### src/rtl/circ_buf_acq_ctrl.sv
// Acquisition sequencer for the ADC circular-buffer write path: pre-trigger fill,
// trigger capture, post-trigger window and a small fill-descriptor FIFO.
module circ_buf_acq_ctrl #(
  parameter int ADDR_WIDTH     = 16,
  parameter int FIFO_DEPTH     = 4,
  parameter int TRIG_NUM_WIDTH = 24
) (
  input  logic                           adc_clk,
  input  logic                           reset_clk_adc,
  input  logic                           acq_enable,
  input  logic                           trig_pulse,
  input  logic [ADDR_WIDTH-1:0]          pre_trig_len,
  input  logic [ADDR_WIDTH-1:0]          post_trig_len,
  input  logic [ADDR_WIDTH-1:0]          circ_buf_wr_addr,
  input  logic                           fill_ready,
  output logic                           cbuf_wr_en,
  output logic                           acq_armed,
  output logic                           acq_busy,
  output logic                           cfg_err,
  output logic                           fill_valid,
  output logic [TRIG_NUM_WIDTH-1:0]      fill_trig_num,
  output logic [ADDR_WIDTH-1:0]          fill_trig_addr,
  output logic [$clog2(FIFO_DEPTH):0]    fill_count,
  output logic [15:0]                    trig_rejected_cnt
);

  localparam int PW = $clog2(FIFO_DEPTH);
  localparam int DW = TRIG_NUM_WIDTH + ADDR_WIDTH;
  localparam logic [ADDR_WIDTH-1:0]     ZERO_A   = {ADDR_WIDTH{1'b0}};
  localparam logic [ADDR_WIDTH-1:0]     ONE_A    = {{(ADDR_WIDTH-1){1'b0}}, 1'b1};
  localparam logic [ADDR_WIDTH:0]       ONE_W    = {{ADDR_WIDTH{1'b0}}, 1'b1};
  localparam logic [ADDR_WIDTH:0]       BUF_SIZE = {1'b1, {ADDR_WIDTH{1'b0}}};
  localparam logic [PW-1:0]             ONE_P    = {{(PW-1){1'b0}}, 1'b1};
  localparam logic [PW:0]               ZERO_C   = {(PW+1){1'b0}};
  localparam logic [PW:0]               ONE_C    = {{PW{1'b0}}, 1'b1};
  localparam logic [PW:0]               FULL_C   = (PW+1)'(FIFO_DEPTH);
  localparam logic [TRIG_NUM_WIDTH-1:0] ONE_T    = {{(TRIG_NUM_WIDTH-1){1'b0}}, 1'b1};

  typedef enum logic [1:0] {
    IDLE     = 2'd0,
    FILL_PRE = 2'd1,
    ARMED    = 2'd2,
    POST     = 2'd3
  } state_t;

  state_t state, state_next;

  logic [ADDR_WIDTH-1:0]     pre_len, post_len, pre_cnt, post_cnt, trig_addr;
  logic [TRIG_NUM_WIDTH-1:0] trig_num;
  logic [ADDR_WIDTH:0]       cfg_sum;
  logic                      cfg_bad, pre_done, fifo_full;
  logic                      accept, reject, push, pop, latch_cfg, start_pre;

  logic [DW-1:0]             fifo_mem [FIFO_DEPTH];
  logic [DW-1:0]             push_data, head_next;
  logic [PW-1:0]             wr_ptr, rd_ptr, rd_ptr_next;
  logic [PW:0]               count_next;

  // The sum is one bit wider so a buffer-filling pre+post of exactly 2^ADDR_WIDTH is legal.
  assign cfg_sum   = {1'b0, pre_trig_len} + {1'b0, post_trig_len};
  assign cfg_bad   = cfg_sum > BUF_SIZE;
  assign pre_done  = ({1'b0, pre_cnt} + ONE_W) >= {1'b0, pre_len};
  assign fifo_full = fill_count == FULL_C;
  assign pop       = fill_valid & fill_ready;
  assign push_data = {trig_num, trig_addr};

  // Sequencer state register.
  always_ff @(posedge adc_clk) begin
    if (reset_clk_adc) begin
      state <= IDLE;
    end else begin
      state <= state_next;
    end
  end

  // Next-state and per-cycle control strobes.
  always_comb begin
    state_next = state;
    accept     = 1'b0;
    reject     = 1'b0;
    push       = 1'b0;
    latch_cfg  = 1'b0;
    start_pre  = 1'b0;
    case (state)
      IDLE: begin
        if (acq_enable) begin
          latch_cfg = 1'b1;
          if (cfg_bad) begin
            state_next = IDLE;
          end else begin
            state_next = FILL_PRE;
            start_pre  = 1'b1;
          end
        end else begin
          state_next = IDLE;
        end
      end
      FILL_PRE: begin
        reject = trig_pulse;
        if (!acq_enable) begin
          state_next = IDLE;
        end else if (pre_done) begin
          state_next = ARMED;
        end else begin
          state_next = FILL_PRE;
        end
      end
      ARMED: begin
        if (trig_pulse && !fifo_full) begin
          accept     = 1'b1;
          state_next = POST;
        end else begin
          reject = trig_pulse;
          if (!acq_enable) begin
            state_next = IDLE;
          end else begin
            state_next = ARMED;
          end
        end
      end
      POST: begin
        reject = trig_pulse;
        if (post_cnt == ONE_A) begin
          push = 1'b1;
          if (acq_enable) begin
            state_next = FILL_PRE;
            start_pre  = 1'b1;
          end else begin
            state_next = IDLE;
          end
        end else begin
          state_next = POST;
        end
      end
      default: begin
        state_next = IDLE;
      end
    endcase
  end

  // Datapath: latched lengths, counters, trigger capture and status outputs.
  always_ff @(posedge adc_clk) begin
    if (reset_clk_adc) begin
      cbuf_wr_en        <= 1'b0;
      acq_armed         <= 1'b0;
      acq_busy          <= 1'b0;
      cfg_err           <= 1'b0;
      pre_len           <= ZERO_A;
      post_len          <= ZERO_A;
      pre_cnt           <= ZERO_A;
      post_cnt          <= ZERO_A;
      trig_addr         <= ZERO_A;
      trig_num          <= {TRIG_NUM_WIDTH{1'b0}};
      trig_rejected_cnt <= 16'd0;
    end else begin
      cbuf_wr_en <= (state_next != IDLE);
      acq_busy   <= (state_next != IDLE);
      acq_armed  <= (state_next == ARMED);
      if (latch_cfg) begin
        pre_len  <= pre_trig_len;
        post_len <= post_trig_len;
        if (cfg_bad) begin
          cfg_err <= 1'b1;
        end
      end
      if (start_pre) begin
        pre_cnt <= ZERO_A;
      end else if (state == FILL_PRE) begin
        pre_cnt <= pre_cnt + ONE_A;
      end
      if (accept) begin
        trig_addr <= circ_buf_wr_addr;
        post_cnt  <= (post_len == ZERO_A) ? ONE_A : post_len;
      end else if (state == POST) begin
        post_cnt <= post_cnt - ONE_A;
      end
      if (push) begin
        trig_num <= trig_num + ONE_T;
      end
      if (reject && (trig_rejected_cnt != 16'hFFFF)) begin
        trig_rejected_cnt <= trig_rejected_cnt + 16'd1;
      end
    end
  end

  // FIFO bookkeeping; an empty FIFO receiving a push forwards the new entry to the head.
  always_comb begin
    rd_ptr_next = rd_ptr;
    count_next  = fill_count;
    head_next   = {fill_trig_num, fill_trig_addr};
    if (pop) begin
      rd_ptr_next = rd_ptr + ONE_P;
    end else begin
      rd_ptr_next = rd_ptr;
    end
    if (push && !pop) begin
      count_next = fill_count + ONE_C;
    end else if (!push && pop) begin
      count_next = fill_count - ONE_C;
    end else begin
      count_next = fill_count;
    end
    if (push && (wr_ptr == rd_ptr_next)) begin
      head_next = push_data;
    end else if (count_next != ZERO_C) begin
      head_next = fifo_mem[rd_ptr_next];
    end else begin
      head_next = {fill_trig_num, fill_trig_addr};
    end
  end

  // Descriptor storage.
  always_ff @(posedge adc_clk) begin
    if (push && !reset_clk_adc) begin
      fifo_mem[wr_ptr] <= push_data;
    end
  end

  // FIFO pointers, occupancy and registered head.
  always_ff @(posedge adc_clk) begin
    if (reset_clk_adc) begin
      wr_ptr         <= {PW{1'b0}};
      rd_ptr         <= {PW{1'b0}};
      fill_count     <= ZERO_C;
      fill_valid     <= 1'b0;
      fill_trig_num  <= {TRIG_NUM_WIDTH{1'b0}};
      fill_trig_addr <= ZERO_A;
    end else begin
      if (push) begin
        wr_ptr <= wr_ptr + ONE_P;
      end
      rd_ptr                          <= rd_ptr_next;
      fill_count                      <= count_next;
      fill_valid                      <= (count_next != ZERO_C);
      {fill_trig_num, fill_trig_addr} <= head_next;
    end
  end

endmodule
### config.mk
export PLATFORM = sky130hd
export DESIGN_NAME = circ_buf_acq_ctrl
export DESIGN_NICKNAME = d
export VERILOG_FILES = /design/src/rtl/circ_buf_acq_ctrl.sv
export SDC_FILE = /design/constraint.sdc
export NUM_CORES = 1
export LEC_CHECK = 0
export BUFFER_PORTS_ARGS = -buffer_cell sky130_fd_sc_hd__buf_2
export CAP_MARGIN = 10
export CORE_ASPECT_RATIO = 1.2
export CORE_MARGIN = 5
export CORE_UTILIZATION = 45
export DETAILED_ROUTE_END_ITERATION = 7
export PLACE_DENSITY_LB_ADDON = 0.1
export SYNTH_ARGS = -nofsm -noshare
export SYNTH_HDL_FRONTEND = slang
export SYNTH_SLANG_ARGS = --single-unit
### constraint.sdc
create_clock -name adc_clk -period 4 [get_ports adc_clk]
set_clock_uncertainty 0.1 [all_clocks]
set_input_delay 0.4 -clock adc_clk [delete_from_list [all_inputs] [get_ports adc_clk]]
set_output_delay 0.4 -clock adc_clk [all_outputs]
set_load 0.1 [all_outputs]
Word level (Yosys, flattened, before mapping)
Memory sizes are Yosys's and may differ from the RTL's. A register that Yosys moved wholly into a read port is not among the register bits.
Cells that the tools add are included.
W data, S select, Z words.
Operators by class
  $add $sub $neg: 10
  magnitude comparators: 2
  equality and inequality tests: 8
  multiplexer cells: 29
  bitwise logic cells: 1
  reductions and logical operators: 19
Operator list (number)
  $mux W16: 3
  $add A16 B1 Y16 const B: 2
  $add A24 B1 Y24 const B: 1
  $add A16 B1 Y17 const B: 1
  $add A16 B16 Y17: 1
  $ge A17 B16 Y1: 1
  $gt A17 B17 Y1 const B: 1
  $eq A16 B1 Y1 const B: 1
  $logic_not A16 Y1: 1
  $ne A16 B16 Y1 const B: 1
  $sub A16 B1 Y16 const B: 1
  $mux W1: 14
  $mux W2: 7
  $pmux W2 S4: 1
  $eq A2 B2 Y1 const B: 3
  $logic_and A1 B1 Y1: 6
  $mux W3: 2
  $reduce_bool A2 Y1: 3
  $add A2 B1 Y2 const B: 2
  $logic_not A1 Y1: 4
  $pmux W1 S2: 2
  $reduce_or A2 Y1: 2
  $add A3 B1 Y3 const B: 1
  $eq A3 B3 Y1 const B: 1
  other kinds (7): 7
Storage, ports and cells
  bits in registers: 133
  bits in writable memories: 160
  input port bits: 53
  output and inout bits: 64
  word-level logic and storage cells: 85
  memories: 1
Memories
  fifo_mem: words 4, width 40, read ports 1, clocked after Yosys merged registers in 1, write ports 1, RTL line 54  | logic [DW-1:0] fifo_mem [FIFO_DEPTH];

Logic depth before layout (Yosys ltp)
  depth after elaboration: 9
  mapped depth: 14
  gate-level depth less buffers: 13

Least setup slack after synthesis
No wires, ideal clock.
  kind: input-to-reg
  start point: input port pre_trig_len[0]
  end point: register pre_cnt[10]
  setup time: 0.131 ns
  arrival: 3.080 ns
  required time: 3.769 ns
  path slack: 0.690 ns
  stages on the path: 11
  buffers on the path: 1
  path through: ha_1 -> fa_1 -> nor2_1 -> o2111ai_1 -> a2111o_1 -> a2111oi_2 -> o2111ai_1 -> or4_4 -> o211ai_4 -> buf_6 -> a21oi_1
On the way
  longest elaborated chain between the ends: 6
Ends and longest elaborated chain
  from (decl): RTL line 12  | input logic [ADDR_WIDTH-1:0] pre_trig_len,
  $add A16 B16 Y17: RTL line 60  | assign cfg_sum = {1'b0, pre_trig_len} + {1'b0, post_trig_len};
  $gt A17 B17 Y1: RTL line 61  | assign cfg_bad = cfg_sum > BUF_SIZE;
  $mux W1: RTL line 88  | if (cfg_bad) begin
  $mux W1: RTL line 86  | if (acq_enable) begin
  $pmux W1 S2: RTL line 84  | case (state)
  $reduce_or A2 Y1 (no source line)
  to (signal assigned): RTL line 169  | pre_cnt <= pre_cnt + ONE_A;
  to (decl): RTL line 48  | logic [ADDR_WIDTH-1:0] pre_len, post_len, pre_cnt, post_cnt, trig_addr;
No other way between the ends.
A chain may end at the register's enable or synchronous reset.

Worst setup path in the final report
  start point: register pre_cnt[2]
  end point: register acq_busy
On the way
  longest elaborated chain between the ends: 6
Ends and longest elaborated chain
  $add A16 B1 Y17: RTL line 62  | assign pre_done = ({1'b0, pre_cnt} + ONE_W) >= {1'b0, pre_len};
  $ge A17 B16 Y1: RTL line 62
  $mux W2: RTL line 102  | end else if (pre_done) begin
  $mux W2: RTL line 100  | if (!acq_enable) begin
  $pmux W2 S4: RTL line 84
  $reduce_bool A2 Y1: RTL line 157  | acq_busy <= (state_next != IDLE);
  to (signal assigned): RTL line 157
  to (decl): RTL line 18  | output logic acq_busy,
No other way between the ends.

==> results.txt <==
Initial Util: 0.458
H-tree Lvls: 2
First-pass GRT wire length: 53900 microns
Pre-CTS setup slack: 315 ps
Fmax: 303 MHz
Die width: 176 microns
Worst-path maximum fanout: 6
Synthesized instance count: 1304
Slew headroom: 0.277
Post-route cell area: 17100 sq um
Slew Viols, Final: 0
Synth Area in Adders: 0.0428
Period utilization: 0.825
CTS tree: done
Final WL: 33400 microns
Gr usage total: 0.182
Compound-gate portion of the synthesized area: 0.0987
Syn Area/Cell: 11.4 sq um
Antenna-violating nets left: 0
Post-synth top area share: 0.324
PostCTS Resize Cnt: 0
Hold crit path type: in -> reg
WL/cell: 18.1 microns
Main synth FF type: dfxtp_1
Clock power share: 0.304
Yosys top cell by area: edfxtp_1
HPWL after DPL: 22500 microns
Nets: 1519
Clock Latency Late Sink: 520 ps
P_sw: 0.00401 W
DR pass1 iterations: 5
Worst EP arrival: 3650 ps
Boundary Pins: 117
Reg clk slew, reported paths: 60 ps
Total of max-cap violations: 0
Initial antenna violation count: 5
Post-Syn Area: 14800 sq um
Sink Count: 333
Fin Setup TNS: 0 ps
Final Hold Vio Count: 0
Critical Path End Type: flop
CTS buffer count: 37
Sequential element share of the synthesized area: 0.558
CP startpoint kind: flop
Simple-Gate Fraction of Synth Area: 0.131
Layout cells sized above 1: 0.174
Status: finished, final reports clean
Crit path time final: 3300 ps
CP required: 4350 ps
Final WS setup: 700 ps
Synthesis warning total: 0
GRT overflow: 0
Synth-to-layout area growth: 15.2%
Largest register by flop count: fifo_mem
Fraction of synthesized area in multiplexers: 0.0913
Final weighted congestion in routability-driven placement: 0.884
Placed cell area: 15900 sq um
RSZ-0062 raised after global routing: no
Syn nets: 1407
Worst VDD drop: 0.000380 V
Net Sw Frac: 0.380
Clock Tree Root: clkbuf_16
Rows: 72
Via count: 10100
Post-synth EDFFs: 160
Post-DR vias/cell: 5.44
Critical path class: reg -> reg
Sequential Power Share: 0.374
Post-synthesis xor/xnor area fraction: 0.0479
Top post-synthesis cells by area: edfxtp_1 (32%), dfxtp_1 (23%), mux4_2 (6.1%), ha_1 (4.1%), nand2_1 (4.1%)
Regs by FF count: fifo_mem (160), fill_trig_num (24), trig_num (24)
Largest net degree at the start of global routing: 82
Comb pwr share: 0.322
Setup violations, final: 0
Vias in the first global route: 10000
Core Area: 32300 sq um
Main combinational cell family by area after synthesis: simple AND/OR/NAND/NOR gates
Number of DRC markers in iteration 0: 455
Leak Pwr: 6.27 nW
Die area: 36700 sq um
Port Buffers: 116
Worst-Margin Slew: 1080 ps
DIE HEIGHT: 209 microns
Maximum buffer depth of the clock tree: 3
# fillers: 2875
DRC: 0
Async SR Flop Fraction: 0
Post-synth cell types: 66
FF+latch count, synth: 333
Max reg flops: 160
Internal Pwr Total: 0.00653 W
P per Cell Area: 618 nW/um^2
-- stage by stage --
stage	util	instances	total power [W]	hold slack, ps
floorplan	-	1304	0.00686	336
global placement	0.490	1780	0.00744	347
detailed placement	0.490	1780	0.00745	348
CTS	0.527	1849	0.0107	0.214
global route	0.527	1850	0.0111	20.3
finish	0.527	1850	0.0105	24.2
-- logic make-up (layout without fill, tap and decap cells) --
| logic type | Yosys count | count (layout) |
|---|---|---|
| adders and majority gates | 50 | 50 |
| buffers and inverters | 106 | 244 |
| muxes | 85 | 85 |
| xor gates and xnor gates | 81 | 81 |
| DFF | 333 | 333 |
| AOI/OAI and AO/OA | 228 | 228 |
| other | 0 | 1 |
| and+or+nand+nor | 421 | 421 |
-- synthesized netlist by cell type, types with 6 or more instances --
| cell type | count |
|---|---|
| dfxtp_1 | 173 |
| nand2_1 | 161 |
| edfxtp_1 | 160 |
| nor2_1 | 126 |
| a21oi_1 | 98 |
| xor2_1 | 54 |
| a211oi_1 | 52 |
| ha_1 | 49 |
| clkbuf_1 | 48 |
| mux2i_1 | 44 |
| mux4_2 | 40 |
| inv_1 | 37 |
| nand3_1 | 27 |
| xnor2_1 | 27 |
| o21ai_0 | 24 |
| nand4_1 | 20 |
| and3_1 | 14 |
| nor3_1 | 14 |
| or3_1 | 11 |
| a21o_1 | 9 |
| buf_2 | 9 |
| nor4_1 | 9 |
| and4_1 | 8 |
| o211ai_1 | 7 |
| and2_1 | 6 |
-- worst paths after layout --
path,start,to,slack (ps),cells past startpoint
setup reg to reg,pre_cnt[2],acq_busy,700,13
hold reg to reg,pre_len[10],pre_len[10],350,2
hold / removal,circ_buf_wr_addr[10],trig_addr[10],20,3
setup / recovery,pre_cnt[2],acq_busy,700,13
-- repair_timing --
item,4_1_cts,5_1_grt
setup buffers,0,0
hold buffers,4,0
endpoints found under the hold margin,4,0
-- cells in the final DEF, fill, tap and decap left out, types with 14 or more instances in the layout --
cell type,n
dfxtp_1,173
nand2_1,161
edfxtp_1,160
nor2_1,126
buf_2,115
a21oi_1,98
xor2_1,53
a211oi_1,52
ha_1,49
mux2i_1,44
mux4_2,40
clkbuf_16,38
inv_1,37
nand3_1,26
xnor2_1,26
o21ai_0,24
nand4_1,20
buf_4,18
and3_1,14
-- area by class of cell --
type	count	area, sq um	area share
antenna	1	2.50	0.000147
clock buffer	50	1020	0.0596
clock inverter	15	135	0.00792
inverter	37	139	0.00814
multi-input combinational	865	6130	0.360
sequential	333	8270	0.485
tap	407	509	0.0299
timing repair buffer	142	851	0.0499
-- metal layers --
metal / GRT usage / wire length, microns
met1: 0.223 / 14100
met2: 0.321 / 16800
met3: 0.0416 / 1630
met4: 0.0522 / 808
met5: 0 / 61
-- worst max-delay path: stages, from the launching register on --
cell	delay [ps]
dfxtp_1	440
and3_1	290
nand3_1	190
nor2_1	290
nand3_1	150
xnor2_1	200
ha_1	270
o21a_1	180
o21ai_0	220
nor2_1	80
a211o_1	330
o21ai_0	240
nand2b_1	110
a21oi_1	140
-- power groups by stage --
stage,clock network [W],registers (W),logic [W]
3_3_place_gp,0,0.00401,0.00343
3_5_place_dp,0,0.00401,0.00344
2_1_floorplan,0,0.00564,0.00123
6_report,0.00321,0.00394,0.00339
4_1_cts,0.00331,0.00394,0.00345
5_1_grt,0.00346,0.00397,0.00362
Note: power is estimated with default switching activity, not from simulation.
